==> src/rtl/chunked_seq_adder_if.sv <==
// rtl/chunked_seq_adder_if.sv - operand and result handshake bundle for chunked_seq_adder
interface chunked_seq_adder_if #(
    parameter int WIDTH = 16
);
    logic             in_valid;
    logic             in_ready;
    logic [WIDTH-1:0] a;
    logic [WIDTH-1:0] b;
    logic             cin;
    logic             sub;
    logic             out_valid;
    logic             out_ready;
    logic [WIDTH-1:0] sum;
    logic             cout;
    logic             ovf;

    modport master (
        output in_valid, a, b, cin, sub, out_ready,
        input  in_ready, out_valid, sum, cout, ovf
    );

    modport slave (
        input  in_valid, a, b, cin, sub, out_ready,
        output in_ready, out_valid, sum, cout, ovf
    );
endinterface

==> src/rtl/chunked_seq_adder.sv <==
// rtl/chunked_seq_adder.sv - multi-cycle add/sub processing CHUNK bits per clock, LS chunk first
module chunked_seq_adder #(
    parameter int WIDTH = 16,
    parameter int CHUNK = 4
) (
    input  logic               clk,
    input  logic               rst,
    chunked_seq_adder_if.slave bus
);
    localparam int NCHUNK = (CHUNK > 0) ? WIDTH / CHUNK : 1;
    localparam int IDXW   = (NCHUNK > 1) ? $clog2(NCHUNK) : 1;
    localparam int BW     = (WIDTH > 1) ? $clog2(WIDTH) : 1;
    localparam logic [IDXW-1:0] LAST_IDX = IDXW'(NCHUNK - 1);

    generate
        if (CHUNK == 0) begin : g_bad_chunk
            $error("chunked_seq_adder: CHUNK must be non-zero");
        end else if (WIDTH % CHUNK != 0) begin : g_bad_width
            $error("chunked_seq_adder: WIDTH must be a multiple of CHUNK");
        end
    endgenerate

    typedef enum logic [1:0] {IDLE, RUN, DONE} state_t;

    state_t           state;
    logic [IDXW-1:0]  idx;
    logic             carry;
    logic [WIDTH-1:0] a_r;
    logic [WIDTH-1:0] b_r;
    logic [WIDTH-1:0] acc;
    logic [WIDTH-1:0] sum_r;
    logic             cout_r;
    logic             ovf_r;
    logic             out_valid_r;

    logic [BW-1:0]    base;
    logic [CHUNK:0]   chunk_sum;
    logic [WIDTH-1:0] acc_next;

    // b_r already holds ~b for subtraction, so the datapath is always an add
    always_comb begin
        base      = BW'(int'(idx) * CHUNK);
        chunk_sum = {1'b0, a_r[base +: CHUNK]} + {1'b0, b_r[base +: CHUNK]}
                  + {{CHUNK{1'b0}}, carry};
        acc_next  = acc;
        acc_next[base +: CHUNK] = chunk_sum[CHUNK-1:0];
    end

    always_ff @(posedge clk) begin
        if (rst) begin
            state       <= IDLE;
            idx         <= '0;
            carry       <= 1'b0;
            a_r         <= '0;
            b_r         <= '0;
            acc         <= '0;
            sum_r       <= '0;
            cout_r      <= 1'b0;
            ovf_r       <= 1'b0;
            out_valid_r <= 1'b0;
        end else begin
            case (state)
                IDLE: begin
                    if (bus.in_valid) begin
                        a_r   <= bus.a;
                        b_r   <= bus.sub ? ~bus.b : bus.b;
                        carry <= bus.sub ? 1'b1 : bus.cin;
                        idx   <= '0;
                        state <= RUN;
                    end
                end
                RUN: begin
                    acc   <= acc_next;
                    carry <= chunk_sum[CHUNK];
                    idx   <= idx + 1'b1;
                    // final chunk: publish the complete result together with its flags
                    if (idx == LAST_IDX) begin
                        sum_r       <= acc_next;
                        cout_r      <= chunk_sum[CHUNK];
                        ovf_r       <= (a_r[WIDTH-1] == b_r[WIDTH-1])
                                    && (acc_next[WIDTH-1] != a_r[WIDTH-1]);
                        out_valid_r <= 1'b1;
                        state       <= DONE;
                    end
                end
                DONE: begin
                    if (bus.out_ready) begin
                        out_valid_r <= 1'b0;
                        state       <= IDLE;
                    end
                end
                default: state <= IDLE;
            endcase
        end
    end

    assign bus.in_ready  = (state == IDLE) && !rst;
    assign bus.out_valid = out_valid_r;
    assign bus.sum       = sum_r;
    assign bus.cout      = cout_r;
    assign bus.ovf       = ovf_r;
endmodule

==> src/flat_wrapper.sv <==
// flat-port wrapper written by rule: the top's interface ports become plain ports
module chunked_seq_adder_flat 
#(
    parameter int WIDTH = 16,
    parameter int CHUNK = 4
)
  (clk, rst, bus_in_valid, bus_a, bus_b, bus_cin, bus_sub, bus_out_ready, bus_in_ready, bus_out_valid, bus_sum, bus_cout, bus_ovf);
  chunked_seq_adder_if #(.WIDTH(WIDTH)) bus_i ();
  input  logic clk;
  input  logic rst;
  input wire logic [$bits(bus_i.in_valid)-1:0] bus_in_valid;
  input wire logic [$bits(bus_i.a)-1:0] bus_a;
  input wire logic [$bits(bus_i.b)-1:0] bus_b;
  input wire logic [$bits(bus_i.cin)-1:0] bus_cin;
  input wire logic [$bits(bus_i.sub)-1:0] bus_sub;
  input wire logic [$bits(bus_i.out_ready)-1:0] bus_out_ready;
  output wire logic [$bits(bus_i.in_ready)-1:0] bus_in_ready;
  output wire logic [$bits(bus_i.out_valid)-1:0] bus_out_valid;
  output wire logic [$bits(bus_i.sum)-1:0] bus_sum;
  output wire logic [$bits(bus_i.cout)-1:0] bus_cout;
  output wire logic [$bits(bus_i.ovf)-1:0] bus_ovf;
  assign bus_i.in_valid = bus_in_valid;
  assign bus_i.a = bus_a;
  assign bus_i.b = bus_b;
  assign bus_i.cin = bus_cin;
  assign bus_i.sub = bus_sub;
  assign bus_i.out_ready = bus_out_ready;
  assign bus_in_ready = bus_i.in_ready;
  assign bus_out_valid = bus_i.out_valid;
  assign bus_sum = bus_i.sum;
  assign bus_cout = bus_i.cout;
  assign bus_ovf = bus_i.ovf;
  chunked_seq_adder #(.WIDTH(WIDTH), .CHUNK(CHUNK)) u_core (.clk(clk), .rst(rst), .bus(bus_i));
endmodule
==> config.mk <==
export PLATFORM = sky130hd
export DESIGN_NAME = chunked_seq_adder_flat
export DESIGN_NICKNAME = d
export VERILOG_FILES = /design/src/rtl/chunked_seq_adder_if.sv /design/src/rtl/chunked_seq_adder.sv /design/src/flat_wrapper.sv
export SDC_FILE = /design/constraint.sdc
export NUM_CORES = 1
export LEC_CHECK = 0
export ABC_CLOCK_PERIOD_IN_PS = 3600
export CAP_MARGIN = 5
export CORE_AREA = 8 8 96 98
export CTS_BUF_LIST = sky130_fd_sc_hd__clkbuf_4
export DETAILED_ROUTE_END_ITERATION = 16
export DIE_AREA = 0 0 104 106
export PLACE_DENSITY_LB_ADDON = 0.15
export SLEW_MARGIN = 0
export SYNTH_ARGS = -nofsm -noshare
export SYNTH_HDL_FRONTEND = slang
export SYNTH_SLANG_ARGS = --single-unit
export TNS_END_PERCENT = 30
==> constraint.sdc <==
create_clock -name clk -period 3.6 [get_ports clk]
set_input_delay 0.54 -clock clk [delete_from_list [all_inputs] [get_ports clk]]
set_output_delay 0.54 -clock clk [all_outputs]
set_load 0.1 [all_outputs]
# After elaboration in Yosys (flattened, before gate mapping)
# Index checks and enable logic that the tools add are counted.
[word_totals]
wordCells = 52
out_inout_bits = 20
regBits = 72
[classes]
n_shift = 4
n_reduce_logical = 11
n_eq_ne = 8
muxes = 14
n_bitwise = 1
n_addsub = 4
[op_table]
columns = ["cell", "n"]
rows = [
  ["$shiftx 16x5->4", 2],
  ["$bwmux 16", 1],
  ["$mux 16", 1],
  ["$not 16->16", 1],
  ["$shift 4x6->16 const A", 1],
  ["$shiftx 4x6->16", 1],
  ["$mux 2", 4],
  ["$neg 4->6", 1],
  ["$pmux 2 s3", 1],
  ["$reduce_and 2->1", 3],
  ["$reduce_and 3->1", 2],
  ["$add 4x4->5", 1],
  ["$add 5x1->5", 1],
  ["$eq 2x2->1 const B", 2],
  ["$mux 1", 4],
  ["$ne 2x2->1 const B", 2],
  ["$pmux 1 s2", 2],
  ["$pmux 2 s2", 1],
  ["$reduce_bool 2->1", 2],
  ["$add 2x1->2 const B", 1],
  ["$eq 2x1->1 const B", 1],
  ["$logic_and 1x1->1", 2],
  ["$logic_not 2->1", 1],
  ["$ne 2x1->1 const B", 1],
  ["3 further kinds", 3],
]

# Logic depth before layout (Yosys ltp)
[logic_depth]
depth_word = 7
mapped_depth = 9
ltp_nobuf = 8

# Worst setup path after synthesis
# No wires, ideal clock.
[synth_path]
kind = "input to output"
startpoint = "input rst"
endpoint = "output bus_in_ready"
path_stages = 3
setup_slack_ns = 0.098
n_path_buf = 2
arrival_time_ns = 2.962
required_ns = 3.060
path_cell_list = "clkbuf_1 clkbuf_1 nor3_1"
[synth_via]
elab_chain_len = 2
[synth_lines]
columns = ["item", "line_no", "rtl"]
rows = [
  ["start: declaration", "flat_wrapper.sv:10", "input logic rst;"],
  ["$logic_not 1->1", "chunked_seq_adder.sv:97", "assign bus.in_ready = (state == IDLE) && !rst;"],
  ["$logic_and 1x1->1", "chunked_seq_adder.sv:97", ""],
  ["end: declaration", "flat_wrapper.sv:17", "output wire logic [$bits(bus_i.in_ready)-1:0] bus_in_ready;"],
]
# No other way between the ends.

# Worst setup path in the final report
[layout_path]
startpoint = "register u_core.idx[0]"
endpoint = "register u_core.ovf_r, in the netlist u_core.bus.ovf"
[layout_via]
elab_chain_len = 7
[layout_lines]
columns = ["item", "line_no", "rtl"]
rows = [
  ["start: declaration", "chunked_seq_adder.sv:26", "logic [IDXW-1:0] idx;"],
  ["start signal: assignment", "chunked_seq_adder.sv:75", "idx <= idx + 1'b1;"],
  ["$shiftx 16x5->4", "chunked_seq_adder.sv:43", "chunk_sum = {1'b0, a_r[base +: CHUNK]} + {1'b0, b_r[base +: CHUNK]}"],
  ["$add 4x4->5", "chunked_seq_adder.sv:43", ""],
  ["$add 5x1->5", "chunked_seq_adder.sv:44", "+ {{CHUNK{1'b0}}, carry};"],
  ["$shiftx 4x6->16", "chunked_seq_adder.sv:46", "acc_next[base +: CHUNK] = chunk_sum[CHUNK-1:0];"],
  ["$bwmux 16", "chunked_seq_adder.sv:46", ""],
  ["$ne 1x1->1", "chunked_seq_adder.sv:81", "&& (acc_next[WIDTH-1] != a_r[WIDTH-1]);"],
  ["$logic_and 1x1->1", "chunked_seq_adder.sv:81", ""],
  ["end signal: assignment", "chunked_seq_adder.sv:80", "ovf_r <= (a_r[WIDTH-1] == b_r[WIDTH-1])"],
  ["end: declaration", "chunked_seq_adder.sv:33", "logic ovf_r;"],
]
# Parallel ways exist; a longest one is shown, timed or not.
# A chain may end at the register's enable or synchronous reset.

==> results.py <==
metrics = {
    "final_layout": {
        "nFillCells": 722,
        "final_cell_area_um2": 4170,
        "final_cells": 526,
        "drive_gt1_frac": 0.0950,
        "utilization": 0.531,
        "nets": 466,
        "multiInputGateArea_um2": 1730,
        "ff_latch_area_um2": 1440,
        "area_growth_pct": 25.0,
        "num_antenna_cells": 0,
    },
    "die": {
        "core_um2": 7850,
        "die_h_um": 106,
        "ios": 58,
        "die_w_um": 104,
        "floorplan.initialDensity": 0.425,
        "die_area_um2": 11000,
        "rows": 33,
    },
    "clock_network": {
        "cts_buffer_depth": 2,
        "cts_sinks": 72,
        "cts_hold_buf": 0,
        "ctsResizeCount": 0,
        "cts_tree": "built",
        "clkTransAtPathRegs_ns": 0.12,
        "cts_made_buffers": 9,
        "cts.htree.levels": 3,
        "cts_root_buffer": "clkbuf_4",
        "post-cts-setup-buffers": 0,
        "clk_latency_ns": 0.41,
    },
    "worst_setup_path": {
        "start_kind": "register",
        "crit_type": "reg2reg",
        "rrSetupSlack_ns": 0.76,
        "worstPathRequired_ns": 3.93,
        "worstPathArrival_ns": 3.16,
        "reg2reg_depth": 7,
        "r2r_end": "u_core.bus.ovf",
        "cp-end-kind": "register",
        "crit_fanout": 10,
        "timing.rr.start": "u_core.idx[0]",
    },
    "synth": {
        "synth_edf_count": 0,
        "synth.distinct_cells": 40,
        "ys_warn_count": 0,
        "syn_area_um2": 3330,
        "synth_seq_cells": 72,
        "synth_top_area_frac": 0.432,
        "async_reset_ff_frac": 0,
        "synthTopCellsByArea": "dfxtp_1, nor2_1, a211oi_1, mux4_2, nand2_1",
        "synth.avg_cell_area_um2": 9.01,
        "synth_top_cell_by_area": "dfxtp_1",
        "synthCells": 370,
        "syn-num-nets": 419,
        "synth.yosys.seq_area_share": 0.432,
        "yosys_most_used_dff": "dfxtp_1",
    },
    "hold_path": {
        "holdPathEnd": "u_core.a_r[12]",
        "hp-start": "u_core.a_r[12]",
        "hold_path.class": "reg2reg",
        "whs_path_depth": 2,
    },
    "route": {
        "detail_route.first_pass.iterations": 4,
        "via_count": 2749,
        "routed_via_density": 5.23,
        "ant_nets": 0,
        "drt_wl_total_um": 7800,
        "initialDrtViolationCount": 127,
        "wl_per_cell_um": 14.8,
        "drc": 0,
    },
    "place": {
        "io_buffers": 57,
        "place_area_um2": 3970,
        "pre_cts_ws_ns": 0.767,
        "placed_cells_incl_taps": 511,
        "gp_congestion": 0.810,
        "dpl.hpwl_um": 5510,
    },
    "global_route": {
        "gr-total-overflow": 0,
        "grt_usage": 0.147,
        "antenna_found_initial": 0,
        "grt_max_degree": 73,
        "grt_pass1_wl_um": 13400,
        "grt_pass1_vias": 2781,
    },
    "run": {
        "cap_violations": 0,
    },
    "timing": {
        "period_needed_ns": 2.84,
        "fmax_mhz": 353,
        "hold_slack_ns": 0.465,
        "tightest_slew_ns": 0.987,
        "hold_viol_final": 0,
        "post-route-period-util": 0.788,
        "finalSetupViolCount": 0,
        "report.final.slew_viol_count": 0,
        "final.setup_skew_ns": 0.0106,
        "slew_headroom": 0.340,
        "rsz0062_at_grt": "no",
        "setup_slack_ns": 0.764,
        "setup-tns-final_ns": 0,
    },
    "pwr": {
        "power_leakage_nw": 1.46,
        "power.total_mw": 1.84,
        "powerDensity_nw_per_um2": 442,
        "ir_drop_v": 0.000286,
    },
    "status": {
        "status": "finished, final reports clean",
    },
}
[worst max-delay path, cell delays in order, from the launching register on]
cell and delay, ns:
dfxtp_1 0.67, buf_4 0.27, mux4_2 0.53, ha_1 0.31
nand3_1 0.11, nand3b_1 0.28, a31o_2 0.35, a311oi_1 0.24
[worst max-delay path by stage]
stage / slack [ns] / endpoint / depth (start not counted) / from
2_1_floorplan: 0.1 / bus_in_ready / 3 / rst
3_3_place_gp: 0.83 / u_core.acc[6] / 8 / u_core.idx[0]
3_5_place_dp: 0.77 / u_core.acc[6] / 8 / u_core.idx[0]
4_1_cts: 0.75 / u_core.bus.ovf / 7 / u_core.idx[0]
5_1_grt: 0.53 / u_core.bus.ovf / 6 / u_core.idx[0]
6_report: 0.76 / u_core.bus.ovf / 7 / u_core.idx[0]
[power breakdown]
group          internal, mW  total (mW)  switching [mW]
registers             0.831       0.858          0.0266
clock network         0.417       0.704           0.287
logic                 0.123       0.281           0.157
[logic make-up (layout without fill, tap and decap cells)]
group	count (synthesis)	after routing	share of synthesized area
AND/OR/NAND/NOR	139	139	0.199
AO/OA/AOI/OAI	84	84	0.172
flip-flops	72	72	0.432
buffers and inverters	38	89	0.0499
XOR/XNOR	17	17	0.0447
adder cells (fa/ha/maj)	11	11	0.0458
multiplexers	9	9	0.0571
[cell type report]
type | count | share of cell area
inverter | 11 | 0.00991
tap | 105 | 0.0315
timing repair buffer | 63 | 0.149
clock inverter | 6 | 0.0318
clock buffer | 9 | 0.0162
sequential | 72 | 0.346
multi-input combinational | 260 | 0.415
[synthesized netlist by cell type, drive strengths merged, types with 2 or more instances]
library cell	number
mux4	8
nand3	6
nor4b	2
clkbuf	13
nand3b	2
nand2b	2
inv	11
ha	9
a32oi	4
dfxtp	72
xnor2	17
a221oi	10
fa	2
buf	14
a21oi	33
a211oi	24
nor3	15
nand2	45
a22oi	6
nor2b	5
nor2	52
nand4	5
[placed cells by master (no fill, tap or decap), drive strengths merged, types with 5 or more instances in the layout]
master         synthesis  final
dfxtp                 72     72
clkdlybuf4s50          0     55
nor2                  52     52
nand2                 45     45
a21oi                 33     33
a211oi                24     24
xnor2                 17     17
nor3                  15     15
inv                   11     11
a221oi                10     10
ha                     9      9
clkbuf                13      9
mux4                   8      8
buf                   14      8
nand3                  6      6
a22oi                  6      6
nor2b                  5      5
nand4                  5      5
[routing by layer]
layer	GRT usage	routed length [µm]	vias up
met5	0	0	-
met1	0.186	3770	1271
met4	0.0765	148	0
li1	-	-	1399
met2	0.231	3590	66
met3	0.0309	289	13
[state kept, by name, indices dropped and copies added (netlist names)]
register and count:
u_core.carry 1, u_core.a_r 16, u_core.bus.sum 16, u_core.b_r 16, u_core.acc 16, u_core.bus.out_valid 1, u_core.bus.cout 1, u_core.idx 2
u_core.bus.ovf 1, u_core.state 2
No activity file was read; power rests on OpenSTA's default activity.
